**src/rtl/dmem_responder.sv**
```systemverilog
// Single-port word memory behind a valid/ready request/response handshake with
// a fixed number of wait states. Define DMEM_PARITY_EN to store a parity bit per word.
module dmem_responder #(
    parameter int unsigned WAIT_CYCLES = 2,
    parameter int unsigned DEPTH       = 128
) (
    input  logic        clk,
    input  logic        rst_n,
    input  logic        req_valid,
    output logic        req_ready,
    input  logic        req_write,
    input  logic [6:0]  req_addr,
    input  logic [31:0] req_wdata,
    input  logic        inj_par_err,
    output logic        rsp_valid,
    input  logic        rsp_ready,
    output logic [31:0] rsp_rdata,
    output logic        rsp_err
);

    localparam int unsigned ADDR_W   = 7;
    localparam int unsigned DATA_W   = 32;
    localparam int unsigned CNT_W    = 4;
    localparam int unsigned CNT_LOAD = (WAIT_CYCLES == 0) ? 0 : WAIT_CYCLES - 1;

    typedef struct packed {
        logic              write;
        logic [ADDR_W-1:0] addr;
        logic [DATA_W-1:0] wdata;
        logic              inj;
    } req_t;

    typedef enum logic [1:0] {
        IDLE = 2'd0,
        WAIT = 2'd1,
        RESP = 2'd2
    } state_t;

    state_t            state_q, state_d;
    logic [CNT_W-1:0]  cnt_q, cnt_d;
    req_t              req_q, req_in, op;
    logic              accept;
    logic              commit;
    logic              wr_en;
    logic [DATA_W-1:0] mem [DEPTH];

    assign accept = req_valid && req_ready;
    assign req_in = '{write: req_write, addr: req_addr, wdata: req_wdata, inj: inj_par_err};

    // With zero wait states the commit edge is the accept edge, so use the live request.
    assign op = (state_q == IDLE) ? req_in : req_q;

    // No memory update while reset is held.
    assign wr_en = rst_n && commit && op.write;

    // Next-state and commit-strobe decode.
    always_comb begin
        state_d = state_q;
        cnt_d   = cnt_q;
        commit  = 1'b0;
        case (state_q)
            IDLE: begin
                if (accept) begin
                    if (WAIT_CYCLES == 0) begin
                        state_d = RESP;
                        commit  = 1'b1;
                    end else begin
                        state_d = WAIT;
                        cnt_d   = CNT_W'(CNT_LOAD);
                    end
                end
            end
            WAIT: begin
                if (cnt_q == '0) begin
                    state_d = RESP;
                    commit  = 1'b1;
                end else begin
                    cnt_d = cnt_q - CNT_W'(1);
                end
            end
            RESP: begin
                if (rsp_ready) begin
                    state_d = IDLE;
                end
            end
            default: state_d = IDLE;
        endcase
    end

    // State, counter, handshake flags and latched request.
    always_ff @(posedge clk or negedge rst_n) begin
        if (!rst_n) begin
            state_q   <= IDLE;
            cnt_q     <= '0;
            req_ready <= 1'b1;
            rsp_valid <= 1'b0;
            req_q     <= '0;
        end else begin
            state_q   <= state_d;
            cnt_q     <= cnt_d;
            req_ready <= (state_d == IDLE);
            rsp_valid <= (state_d == RESP);
            if (accept) begin
                req_q <= req_in;
            end
        end
    end

    always_ff @(posedge clk or negedge rst_n) begin
        if (!rst_n) begin
            rsp_rdata <= '0;
        end else if (commit) begin
            rsp_rdata <= op.write ? '0 : mem[op.addr];
        end
    end

    // Storage is deliberately left out of reset.
    always_ff @(posedge clk) begin
        if (wr_en) begin
            mem[op.addr] <= op.wdata;
        end
    end

`ifdef DMEM_PARITY_EN
    logic mem_par [DEPTH];

    always_ff @(posedge clk) begin
        if (wr_en) begin
            mem_par[op.addr] <= (^op.wdata) ^ op.inj;
        end
    end

    always_ff @(posedge clk or negedge rst_n) begin
        if (!rst_n) begin
            rsp_err <= 1'b0;
        end else if (commit) begin
            rsp_err <= !op.write && ((^mem[op.addr]) != mem_par[op.addr]);
        end
    end
`else
    logic unused_inj;

    assign unused_inj = op.inj;
    assign rsp_err    = 1'b0;
`endif

endmodule

```
**config.mk**
```make
export PLATFORM = sky130hd
export DESIGN_NAME = dmem_responder
export DESIGN_NICKNAME = d
export VERILOG_FILES = /design/src/rtl/dmem_responder.sv
export SDC_FILE = /design/constraint.sdc
export NUM_CORES = 2
export LEC_CHECK = 0
export CAP_MARGIN = 20
export CORE_AREA = 2 2 624 626
export DETAILED_ROUTE_END_ITERATION = 16
export DIE_AREA = 0 0 626 628
export PLACE_DENSITY_LB_ADDON = 0.12
export RECOVER_POWER = 25
export SLEW_MARGIN = 40
export SYNTH_ARGS = -nofsm -noshare
export SYNTH_HDL_FRONTEND = slang
export SYNTH_SLANG_ARGS = --single-unit
```
**constraint.sdc**
```tcl
create_clock -name clk -period 5.8 [get_ports clk]
set_clock_uncertainty 0.15 [all_clocks]
set_input_delay 0.58 -clock clk [delete_from_list [all_inputs] [get_ports clk]]
set_output_delay 0.58 -clock clk [all_outputs]
set_load 0.02 [all_outputs]
```
# [Word-level counts from Yosys, hierarchy flattened]
# Memory sizes are Yosys's and may differ from the RTL's.
# Index checks and enable logic that the tools add are counted.
[totals] out_inout_bits=35 inputBits=45 regBits=81 word_cells=37 memories=1 mem_bits_rw=4096
[classes] muxes=13 addsub=1 n_eq_ne=5 reduce_logical=8
[mem_list] name="mem" words=128 word_bits=32 rd=1 rd_ports_with_merged_regs=0 wr=1 line_no="45" rtl="logic [DATA_W-1:0] mem [DEPTH];"
[op_table] cell="41-bit two-way mux" count=1
[op_table] cell="32-bit two-way mux" count=1
[op_table] cell="4-bit two-way mux" count=2
[op_table] cell="4-bit one-hot mux with 2 select lines" count=1
[op_table] cell="2-bit two-way mux" count=3
[op_table] cell="2-bit one-hot mux with 3 select lines" count=1
[op_table] cell="2-bit equality test, second input constant" count=2
[op_table] cell="2-bit zero test" count=2
[op_table] cell="4-bit zero test" count=1
[op_table] cell="1-bit two-way mux" count=4
[op_table] cell="2-bit != test, second input constant" count=2
[op_table] cell="4-bit by 1-bit subtractor with 4-bit output, second input constant" count=1
[op_table] cell="1-bit logical AND" count=3
[op_table] cell="3-bit AND reduction" count=1
[op_table] cell="2-bit by 1-bit equality test with 1-bit output, second input constant" count=1
[op_table] cell="2-bit nonzero test" count=1

# [Depth between registers and ports, before layout]
[logic_depth] ltp_word=7 mapped_depth=13 ltp_nobuf=8

# [Worst setup path after synthesis]
# OpenSTA, ideal clock, no wires.
[synth_path] path_kind="in2reg" startpoint="input req_addr[1]" endpoint="memory mem[98][0] (enable)" t_required_ps=5229 path_buffers=5 arrival_ps=3877 setup_time_ps=421 cell_stages=9 slack_ps=1352 cell_sequence="buf_1 nor4b_1 a21o_1 clkbuf_1 clkbuf_1 buf_1 nand3_1 clkbuf_1 nor2_1"
[synth_via] elab_chain_len=1
[synth_rtl] item="from (decl)" line_no="12" rtl="input logic [6:0] req_addr,"
[synth_rtl] item="41-bit two-way mux" line_no="51" rtl="assign op = (state_q == IDLE) ? req_in : req_q;"
[synth_rtl] item="to (decl)" line_no="45"
# Every way passes these cells.

==> results.sh <==
export IMPL_status="complete, but fails checks"
export IMPL_violations="capacitance limit, slew limit"
export IMPL_place_inst=15630
export IMPL_setup_viol=0
export IMPL_grtUsageMet2=0.4399
export IMPL_use_met3=0.04220
export IMPL_final_cell_mix="4096 x edfxtp_1, 1993 x nand2_1, 694 x o22ai_1, 609 x nand3_1, 480 x buf_4"
export IMPL_drtPass1Iterations=5
export IMPL_cpPeakStageDelay_ns=1.88
export IMPL_relSlewSlack=-0.8934
export IMPL_cts_resized=0
export IMPL_via_per_inst=6.021
export IMPL_die_width_um=626
export IMPL_critPathMaxFanout=80
export IMPL_crit_buf_inv=2
export IMPL_crit_path_frequent_cell="nand2_1"
export IMPL_dr_first_iter_drc_count=12490
export IMPL_yosysSeqAreaShare=0.7918
export IMPL_h_tree_depth=5
export IMPL_grt_ovfl_total=0
export IMPL_vias=99140
export IMPL_finalSetupTns_ns=0
export IMPL_max_freq_mhz=188.4
export IMPL_crit_type="flip-flop to flip-flop"
export IMPL_holdWs_ns=0.04503
export IMPL_max_cap_violations=34
export IMPL_die_y_um=628
export IMPL_synthesis_area_mm2=0.1579
export IMPL_synth_async_sr_flop_share=0.01916
export IMPL_ys_types=66
export IMPL_place_gp_congestion=0.8462
export IMPL_layout_commonest_cell="edfxtp_1"
export IMPL_ff2ff_setup_slack_ns=0.49
export IMPL_rsz0062_at_grt="false"
export IMPL_clock_latency_ns=1.06
export IMPL_grt_max_degree=88
export IMPL_nets=10930
export IMPL_grt_pass1_vias=94210
export IMPL_synth_edf_count=4096
export IMPL_layout_drive_gt1_share=0.1334
export IMPL_synth_ff_type="edfxtp_1"
export IMPL_power_density_mw_per_mm2=578.4
export IMPL_met1_usage=0.3806
export IMPL_worst_path_max_delay_cell="nand2_1"
export IMPL_clock_path_buffers=4
export IMPL_grt_busiest_layer="met2"
export IMPL_wl_mm=559.2
export IMPL_clkTransAtPathRegs_ns=0.06
export IMPL_hold_class="input port to flip-flop"
export IMPL_core_mm2=0.3871
export IMPL_syn_inst=10390
export IMPL_cts_tree="done"
export IMPL_worstPathRequired_ns=6.39
export IMPL_ys_ff_latch=4176
export IMPL_design_die_area_mm2=0.3931
export IMPL_crit_arrival_ns=5.89
export IMPL_critical_path_top_delay_family="simple AND/OR/NAND/NOR gates"
export IMPL_grt_total_usage=0.2779
export IMPL_critPathLaunchType="flip-flop"
export IMPL_grt_pass1_wl_mm=765.1
export IMPL_cts_buffers=440
export IMPL_io_pin_count=80
export IMPL_fin_crit_ns=5.307
export IMPL_peakVddDrop_uv=469.1
export IMPL_drcViolationCount=0
export IMPL_initial_core_util=0.4078
export IMPL_placement_rows=229
export IMPL_final_cells=16470
export IMPL_path_cells="or2_0 -> buf_4 -> nand2_1 -> nand2_1 -> buf_12"
export IMPL_tightest_slew_ns=2.840
export IMPL_finalCritPeriodShare=0.9150
export IMPL_wl_per_cell_um=33.96
export IMPL_root_buffer="clkbuf_16"
export IMPL_port_buffers=77
export IMPL_antenna_found_initial=35
export IMPL_nFillCells=33040
export IMPL_area_growth_pct=16.71
export IMPL_postSynthAreaPerCell_um2=15.19
export IMPL_synth_nets=10440
export IMPL_ant_nets=0
export IMPL_hold_viol=0
export IMPL_clock_sinks=4176
export IMPL_slew_violations=1986
export IMPL_dpl_hpwl_mm=325.0
export IMPL_yosys_warnings=0
export IMPL_power_leakage_nw=59.56
export IMPL_end_kind="flip-flop"
## routing by layer
layer  part of all wire  vias up  wire length [um]
met5           0.000043        -                24
met4              0.052        4             28970
met3              0.083      910             46390
met2               0.46     4930            258900
met1               0.40    51840            224900
li1                   -    41450                 -
## flip-flops by register name, indices dropped and copies added, names as in the netlist
signal	count
mem	4096
req_q	40
rsp_rdata	32
cnt_q	4
state_q	2
req_ready	1
rsp_valid	1
## worst reg2reg max path, stage by stage, from the launching register on
cell and delay (ns):
dfrtp_1 0.74, or2_0 0.85, buf_4 0.56, nand2_1 0.16, nand2_1 1.88, buf_12 0.53
## logic make-up after synthesis
| logic type | after synthesis | synth area share |
|---|---|---|
| fa+ha+maj | 2 | 0.0001585 |
| simple gates | 3294 | 0.08630 |
| xor+xnor | 2 | 0.0001110 |
| mux | 367 | 0.02357 |
| buf+inv | 675 | 0.01888 |
| flops | 4176 | 0.7918 |
| other cells | 1 | 0.00002375 |
| compound gates | 1877 | 0.07914 |
## final timing paths
check                                       from                        end  depth (start not counted)
min in group asynchronous                  rst_n      req_q[15]$_DFFE_PN0P_                          3
hold reg to reg            req_q[10]$_DFFE_PN0P_      req_q[10]$_DFFE_PN0P_                          1
max in group asynchronous                  rst_n  rsp_rdata[24]$_DFFE_PN0N_                          3
setup reg to reg            state_q[1]$_DFF_PN0_      mem[102][6]$_DFFE_PP_                          5
hold / removal                     req_wdata[19]      req_q[20]$_DFFE_PN0P_                          2
setup / recovery            state_q[1]$_DFF_PN0_      mem[102][6]$_DFFE_PP_                          5
## where the power goes
| group | switching (mW) | internal [mW] | total [mW] | leakage, nW |
|---|---|---|---|---|
| combinational | 29.5 | 9.45 | 38.9 | 14.9 |
| sequential | 0.499 | 40.1 | 40.6 | 37.9 |
| clock | 11.8 | 15.2 | 27.0 | 6.70 |
## through the flow
stage / util / total power [mW] / worst slack, ns / cell area (um^2)
global route: 0.4759 / 109.5 / 0.4219 / 184200
global placement: 0.4394 / 78.44 / 0.3350 / 170100
CTS: 0.4766 / 106.3 / 1.001 / 184500
floorplan: - / 59.44 / 1.352 / 157900
detailed placement: 0.4408 / 79.42 / 0.5471 / 170600
finish: 0.4760 / 106.6 / 0.4932 / 184200
## timing repair
action | CTS | global route
hold endpoints to repair | 84 | 0
setup buffers | 0 | 0
hold buffers | 7 | 0
## cell usage after synthesis, types with 6 or more instances
cell / count / share of area
a211oi_1: 18 / 0.00086
or3_1: 7 / 0.00028
a21oi_1: 264 / 0.0084
nor2_1: 434 / 0.010
buf_4: 35 / 0.0017
buf_1: 115 / 0.0027
inv_1: 6 / 0.00014
a31oi_1: 384 / 0.015
o21ai_0: 43 / 0.0014
clkbuf_1: 267 / 0.0063
and3_1: 14 / 0.00055
o22ai_1: 694 / 0.028
nor3_1: 78 / 0.0025
or4_1: 6 / 0.00029
a41oi_1: 9 / 0.00050
o41ai_1: 84 / 0.0047
nor4_1: 77 / 0.0031
o31ai_1: 33 / 0.0016
o22a_1: 9 / 0.00050
nand2_1: 2025 / 0.048
nand4_1: 11 / 0.00044
buf_2: 252 / 0.0080
o21ai_1: 19 / 0.00060
o21a_1: 7 / 0.00033
edfxtp_1: 4096 / 0.78
dfrtp_1: 79 / 0.013
a32o_1: 17 / 0.0011
mux2_2: 38 / 0.0027
nand3_1: 618 / 0.020
mux2i_1: 329 / 0.021
a32oi_1: 232 / 0.013
o221ai_1: 27 / 0.0015
## layout make-up
class                           instances  area (um^2)  area share
Clock inverter                        230         1966     0.01067
Antenna cell                           18        45.04   0.0002445
Multi-Input combinational cell       5543        31630      0.1717
Inverter                                6        22.52   0.0001222
Timing Repair Buffer                  715         7271     0.03946
Clock buffer                          580        11810     0.06411
Tap cell                             5197         6502     0.03529
Sequential cell                      4176       125000      0.6784
No activity file was read; power rests on OpenSTA's default activity.
